### src/rtl/qarma128_pkg.sv
// Shared constants and types for the QARMA-128 tweak path.
// Cell 0 is the most significant byte of a 128-bit tweak.
package qarma128_pkg;

  localparam int CELL_W  = 8;
  localparam int N_CELLS = 16;
  localparam int TWEAK_W = CELL_W * N_CELLS;

  // Element 0 is the leftmost entry, so H_PERM[i] is the source cell of output cell i.
  localparam logic [0:N_CELLS-1][3:0] H_PERM = {
    4'd6, 4'd5, 4'd14, 4'd15, 4'd0, 4'd1, 4'd2, 4'd3,
    4'd7, 4'd12, 4'd13, 4'd4, 4'd8, 4'd9, 4'd10, 4'd11
  };

  localparam logic [0:N_CELLS-1][3:0] H_INV_PERM = {
    4'd4, 4'd5, 4'd6, 4'd7, 4'd11, 4'd1, 4'd0, 4'd8,
    4'd12, 4'd13, 4'd14, 4'd15, 4'd9, 4'd10, 4'd2, 4'd3
  };

  // Bit i set means cell i passes through the LFSR.
  localparam logic [N_CELLS-1:0] LFSR_CELL_MASK = 16'h291B;

  typedef logic [0:N_CELLS-1][CELL_W-1:0] cells_t;

  typedef enum logic [1:0] {
    IDLE,
    FWD,
    BWD
  } sched_state_t;

endpackage

### src/rtl/qarma128_lfsr.sv
// Cell-wise LFSR and its inverse over the masked tweak cells.
// Combinational, no backpressure.
module qarma128_lfsr
  import qarma128_pkg::*;
(
  input  logic [TWEAK_W-1:0] tweak,
  output logic [TWEAK_W-1:0] result
);

  cells_t c_in;
  cells_t c_out;

  assign c_in   = tweak;
  assign result = c_out;

  for (genvar i = 0; i < N_CELLS; i++) begin : g_cell
    if (LFSR_CELL_MASK[i]) begin : g_step
      assign c_out[i] = {c_in[i][0] ^ c_in[i][2], c_in[i][7:1]};
    end else begin : g_pass
      assign c_out[i] = c_in[i];
    end
  end

endmodule

module qarma128_inv_lfsr
  import qarma128_pkg::*;
(
  input  logic [TWEAK_W-1:0] tweak,
  output logic [TWEAK_W-1:0] result
);

  cells_t c_in;
  cells_t c_out;

  assign c_in   = tweak;
  assign result = c_out;

  // Old bit 0 is recovered from the feedback bit and old bit 2 (now bit 1).
  for (genvar i = 0; i < N_CELLS; i++) begin : g_cell
    if (LFSR_CELL_MASK[i]) begin : g_step
      assign c_out[i] = {c_in[i][6:0], c_in[i][7] ^ c_in[i][1]};
    end else begin : g_pass
      assign c_out[i] = c_in[i];
    end
  end

endmodule

### src/rtl/qarma128_tweak_perm.sv
// Cell permutation h (inv = 0) or h_inv (inv = 1).
// Combinational, no backpressure.
module qarma128_tweak_perm
  import qarma128_pkg::*;
(
  input  logic               inv,
  input  logic [TWEAK_W-1:0] tweak,
  output logic [TWEAK_W-1:0] permuted
);

  cells_t c_in;
  cells_t c_out;

  assign c_in     = tweak;
  assign permuted = c_out;

  for (genvar i = 0; i < N_CELLS; i++) begin : g_cell
    logic [3:0] src;
    assign src      = inv ? H_INV_PERM[i] : H_PERM[i];
    assign c_out[i] = c_in[src];
  end

endmodule

### src/rtl/qarma128_tweak_sched.sv
// Emits T_0..T_{R-1} then T_{R-1}..T_0 for each accepted tweak; first output 1 cycle after accept.
// Valid/ready on both sides; a stalled output holds every register, in_ready only while idle.
module qarma128_tweak_sched
  import qarma128_pkg::*;
#(
  parameter int ROUNDS = 8
) (
  input  logic         clk,
  input  logic         rst,
  input  logic         in_valid,
  output logic         in_ready,
  input  logic [127:0] in_tweak,
  output logic         out_valid,
  input  logic         out_ready,
  output logic [127:0] out_tweak,
  output logic [3:0]   out_round,
  output logic         out_dir,
  output logic         out_last
);

  localparam logic [3:0] LAST_RND = 4'(ROUNDS - 1);

  sched_state_t state_q, state_d;
  logic [127:0] tweak_q, tweak_d;
  logic [3:0]   round_q, round_d;

  logic [127:0] inv_lfsr_out;
  logic [127:0] perm_in;
  logic [127:0] perm_out;
  logic [127:0] lfsr_out;
  logic         is_bwd;
  logic         fire;

  assign is_bwd = (state_q == BWD);
  assign fire   = out_valid & out_ready;

  // One shared permutation: h(T) feeds the LFSR going forward,
  // h_inv(InvLFSR(T)) is the step itself going backward.
  assign perm_in = is_bwd ? inv_lfsr_out : tweak_q;

  qarma128_inv_lfsr u_inv_lfsr (
    .tweak  (tweak_q),
    .result (inv_lfsr_out)
  );

  qarma128_tweak_perm u_perm (
    .inv      (is_bwd),
    .tweak    (perm_in),
    .permuted (perm_out)
  );

  qarma128_lfsr u_lfsr (
    .tweak  (perm_out),
    .result (lfsr_out)
  );

  always_comb begin
    state_d = state_q;
    tweak_d = tweak_q;
    round_d = round_q;
    case (state_q)
      IDLE: begin
        if (in_valid) begin
          tweak_d = in_tweak;
          round_d = 4'd0;
          state_d = FWD;
        end
      end
      FWD: begin
        if (fire) begin
          if (round_q == LAST_RND) begin
            state_d = BWD;
          end else begin
            tweak_d = lfsr_out;
            round_d = round_q + 4'd1;
          end
        end
      end
      BWD: begin
        if (fire) begin
          if (round_q == 4'd0) begin
            state_d = IDLE;
          end else begin
            tweak_d = perm_out;
            round_d = round_q - 4'd1;
          end
        end
      end
      default: state_d = IDLE;
    endcase
  end

  always_ff @(posedge clk) begin
    if (rst) begin
      state_q <= IDLE;
      tweak_q <= '0;
      round_q <= '0;
    end else begin
      state_q <= state_d;
      tweak_q <= tweak_d;
      round_q <= round_d;
    end
  end

  assign in_ready  = (state_q == IDLE);
  assign out_valid = (state_q != IDLE);
  assign out_tweak = tweak_q;
  assign out_round = round_q;
  assign out_dir   = is_bwd;
  assign out_last  = is_bwd && (round_q == 4'd0);

endmodule

### config.mk
export PLATFORM = sky130hd
export DESIGN_NAME = qarma128_tweak_sched
export DESIGN_NICKNAME = d
export VERILOG_FILES = /design/src/rtl/qarma128_pkg.sv /design/src/rtl/qarma128_lfsr.sv /design/src/rtl/qarma128_tweak_perm.sv /design/src/rtl/qarma128_tweak_sched.sv
export SDC_FILE = /design/constraint.sdc
export NUM_CORES = 1
export LEC_CHECK = 0
export ABC_AREA = 1
export BUFFER_PORTS_ARGS = -buffer_cell sky130_fd_sc_hd__buf_2
export CAP_MARGIN = 5
export CORE_ASPECT_RATIO = 0.8
export CORE_MARGIN = 3
export CORE_UTILIZATION = 50
export DETAILED_ROUTE_END_ITERATION = 7
export GPL_ROUTABILITY_DRIVEN = 0
export PLACE_DENSITY = 0.78
export SLEW_MARGIN = 10
export SYNTH_ARGS = -nofsm -noshare
export SYNTH_HDL_FRONTEND = slang
export SYNTH_SLANG_ARGS = --single-unit
### constraint.sdc
create_clock -name clk -period 2.6 [get_ports clk]
set_input_delay 0.13 -clock clk [delete_from_list [all_inputs] [get_ports clk]]
set_output_delay 0.13 -clock clk [all_outputs]
set_load 0.05 [all_outputs]
==> results.yml <==
grt:
  grt_pass1_wl_mm: 51.41
  grt_pass1_vias: 9519
  busiest_layer: "met2"
  antenna_found_initial: 2
  grt_util_met1_pct: 47.00
  overflow: 0
  grt_start_max_net_pins: 104
  grt.total_usage_pct: 34.29
  grtUsageMet2_pct: 51.99
  met3_usage_pct: 7.663
routing:
  initialDrtViolationCount: 1269
  vias_per_cell: 5.915
  wl_mm: 33.44
  routedWlPerCell_um: 18.58
  firstDrtPassIters: 6
  antenna_left: 0
  drc: 0
  vias: 10650
setup_path:
  crit_arrival_ns: 2.63
  critical_path_class: "reg -> reg"
  crit_chain: "inv_1 > ha_4 > clkinv_2 > nor2_1 > inv_1 > buf_12 > a21oi_1 > a21oi_1 > a21oi_1"
  reg2reg_slack_ns: 0.32
  crit_fanout: 18
  rr_worst_depth: 9
  critPathMaxStageDelay_ns: 0.44
  cp_common_cell: "a21oi_1"
  timing.rr.end: "out_tweak[76]$_SDFFE_PP0P_"
  cp-end-kind: "register"
  cp-start-kind: "register"
  required_ns: 2.95
  r2r-start: "state_q[1]$_SDFFE_PP0P_"
  critPathSlowestCell: "dfxtp_1"
worst_hold_path:
  holdPathEnd: "out_tweak[122]$_SDFFE_PP0P_"
  hp-class: "in -> reg"
  hold_path_startpoint: "in_tweak[122]"
  min_path_cells: 3
clocking:
  cts_tree: "built"
  insertion_delay_ns: 0.43
  ctsResizeCount: 0
  cts_setup_buffers: 0
  clk_path_buf_depth: 2
  htree_levels: 4
  cts_hold_buf: 21
  cts.clk_slew.worst_paths_ns: 0.06
  clockRootBuffer: "clkbuf_16"
  numCtsBuffers: 17
  clock-sinks: 134
final_layout:
  multi_input_area_mm2: 0.005134
  drive_above_1_share_pct: 24.13
  final-seq-area_mm2: 0.002683
  area_growth_pct: 25.45
  layout.nets: 1706
  n_fill_cell: 1576
logic_synthesis:
  synth_cells: 1347
  avgSynthCellArea_um2: 6.380
  yosysUniqueCellTypes: 31
  yosysSeqAreaShare_pct: 31.21
  synthesis.nets: 1486
  synth_area_mm2: 0.008594
  synth_seq_cells: 134
  synth_warnings: 0
floorplan:
  fp.dieArea_mm2: 0.01881
  die-width_um: 152.6
  num_rows: 42
  fp.dieH_um: 123.3
  ios: 268
  core-area_mm2: 0.01671
  initial_utilization_pct: 51.43
placement:
  io_buffers: 267
  dp_hpwl_mm: 23.21
status:
  run_status: "finished clean"
timing:
  worst_pin_slew_ns: 0.7515
  min_period_over_period_pct: 87.80
  final.setup_skew_ns: 0.008409
  slew_violations: 0
  rsz0062_at_grt: "no"
  hold_violations: 0
  timing.fmax_mhz: 438.1
  min_period_ns: 2.283
  setup_viol: 0
  slew_headroom_pct: 49.90
  setup_tns_ns: 0
run:
  maxCapViolCount: 0
==> layout make-up <==
class | count | area share, %
clock buffers | 23 | 4.433
flip-flops and latches | 134 | 24.88
repair buffers | 315 | 17.41
multi-input cells | 1037 | 47.62
well taps | 220 | 2.553
clock inverters | 8 | 0.9168
inverters | 62 | 2.170
diodes | 1 | 0.02321
==> kinds of logic (layout without fill, tap and decap cells) <==
| logic type | after synthesis | count (layout) | share of synthesized area [%] |
|---|---|---|---|
| simple gates | 585 | 585 | 27.01 |
| compound gates | 441 | 441 | 30.75 |
| flops | 134 | 134 | 31.21 |
| xor+xnor | 4 | 4 | 0.4076 |
| other cells | 0 | 1 | 0 |
| fa+ha+maj | 7 | 7 | 1.019 |
| buf+inv | 176 | 408 | 9.608 |
==> Yosys cell counts (all sizes together) <==
cell type,number,area [um2]
o211ai,42,315.3
a22oi,7,52.55
a21oi,150,750.7
o22ai,15,93.84
o21ai,174,870.8
inv,62,232.7
a211oi,36,450.4
nand4,3,18.77
nor2,134,513.0
o21bai,1,7.510
ha,7,87.58
nand3,53,265.3
a31oi,15,93.84
clkbuf,51,191.4
buf,63,401.6
xor2,4,35.03
dfxtp,134,2683
o21a,1,7.510
or2,12,75.08
nor3,5,25.02
and2,1,6.260
nand2,377,1418
==> metrics by stage <==
step                hold WS (ns)  util, %  instance area [um2]  instances  setup WS (ns)
floorplan                 0.2909        -                 8594       1347         0.2896
global placement          0.4017    59.79                 9992       1747         0.3796
detailed placement        0.4047    59.79                 9992       1747         0.3586
CTS                     0.002103    64.50                10780       1799         0.3185
global route            0.006667    64.52                10780       1800         0.1516
finish                  0.003627    64.52                10780       1800         0.3173
==> metal layers <==
layer	vias to the layer above	wire length, um	part of all wire [%]
met5	-	13	0.039
met4	2	1249	3.7
met3	95	3772	11
met2	711	14460	43
met1	4853	13940	42
li1	4986	-	-
==> layout by cell type (no fill, tap or decap), drive strengths merged <==
| master | instances |
|---|---|
| a211oi | 36 |
| a21oi | 150 |
| a22oi | 7 |
| a31oi | 15 |
| and2 | 1 |
| buf | 294 |
| bufinv | 2 |
| clkbuf | 23 |
| clkinv | 5 |
| clkinvlp | 2 |
| dfxtp | 134 |
| diode | 1 |
| dlygate4sd3 | 21 |
| ha | 7 |
| inv | 61 |
| nand2 | 377 |
| nand3 | 53 |
| nand4 | 3 |
| nor2 | 134 |
| nor3 | 5 |
| o211ai | 42 |
| o21a | 1 |
| o21ai | 174 |
| o21bai | 1 |
| o22ai | 15 |
| or2 | 12 |
| xor2 | 4 |
==> worst max-delay path: cells and delay by family (launching register included) <==
family	cells	cell delay, ns
AND/OR/NAND/NOR	1	0.17
buffers and inverters	4	0.78
adder cells (fa/ha/maj)	1	0.44
AO/OA/AOI/OAI	3	0.35
flip-flops	1	0.44
==> sequential cells by signal, summed over array words and instances (netlist names) <==
register,flops
out_round,4
state_q,2
out_tweak,128
==> worst max path at each step <==
| stage | end | cells past startpoint | slack (ns) | start |
|---|---|---|---|---|
| after CTS | out_tweak[49]$_SDFFE_PP0P_ | 9 | 0.32 | state_q[1]$_SDFFE_PP0P_ |
| after global routing | out_tweak[90]$_SDFFE_PP0P_ | 10 | 0.15 | state_q[1]$_SDFFE_PP0P_ |
| after global placement | out_tweak[49]$_SDFFE_PP0P_ | 9 | 0.38 | state_q[1]$_SDFFE_PP0P_ |
| after detailed placement | out_tweak[49]$_SDFFE_PP0P_ | 9 | 0.36 | state_q[1]$_SDFFE_PP0P_ |
| after floorplan | out_round[2]$_SDFFE_PP0P_ | 11 | 0.29 | state_q[0]$_SDFFE_PP0P_ |
| final | out_tweak[76]$_SDFFE_PP0P_ | 9 | 0.32 | state_q[1]$_SDFFE_PP0P_ |
Power is left out: the tool's default activity adds up to more than one toggle a clock period on the data nets, which glitch-free logic cannot reach.
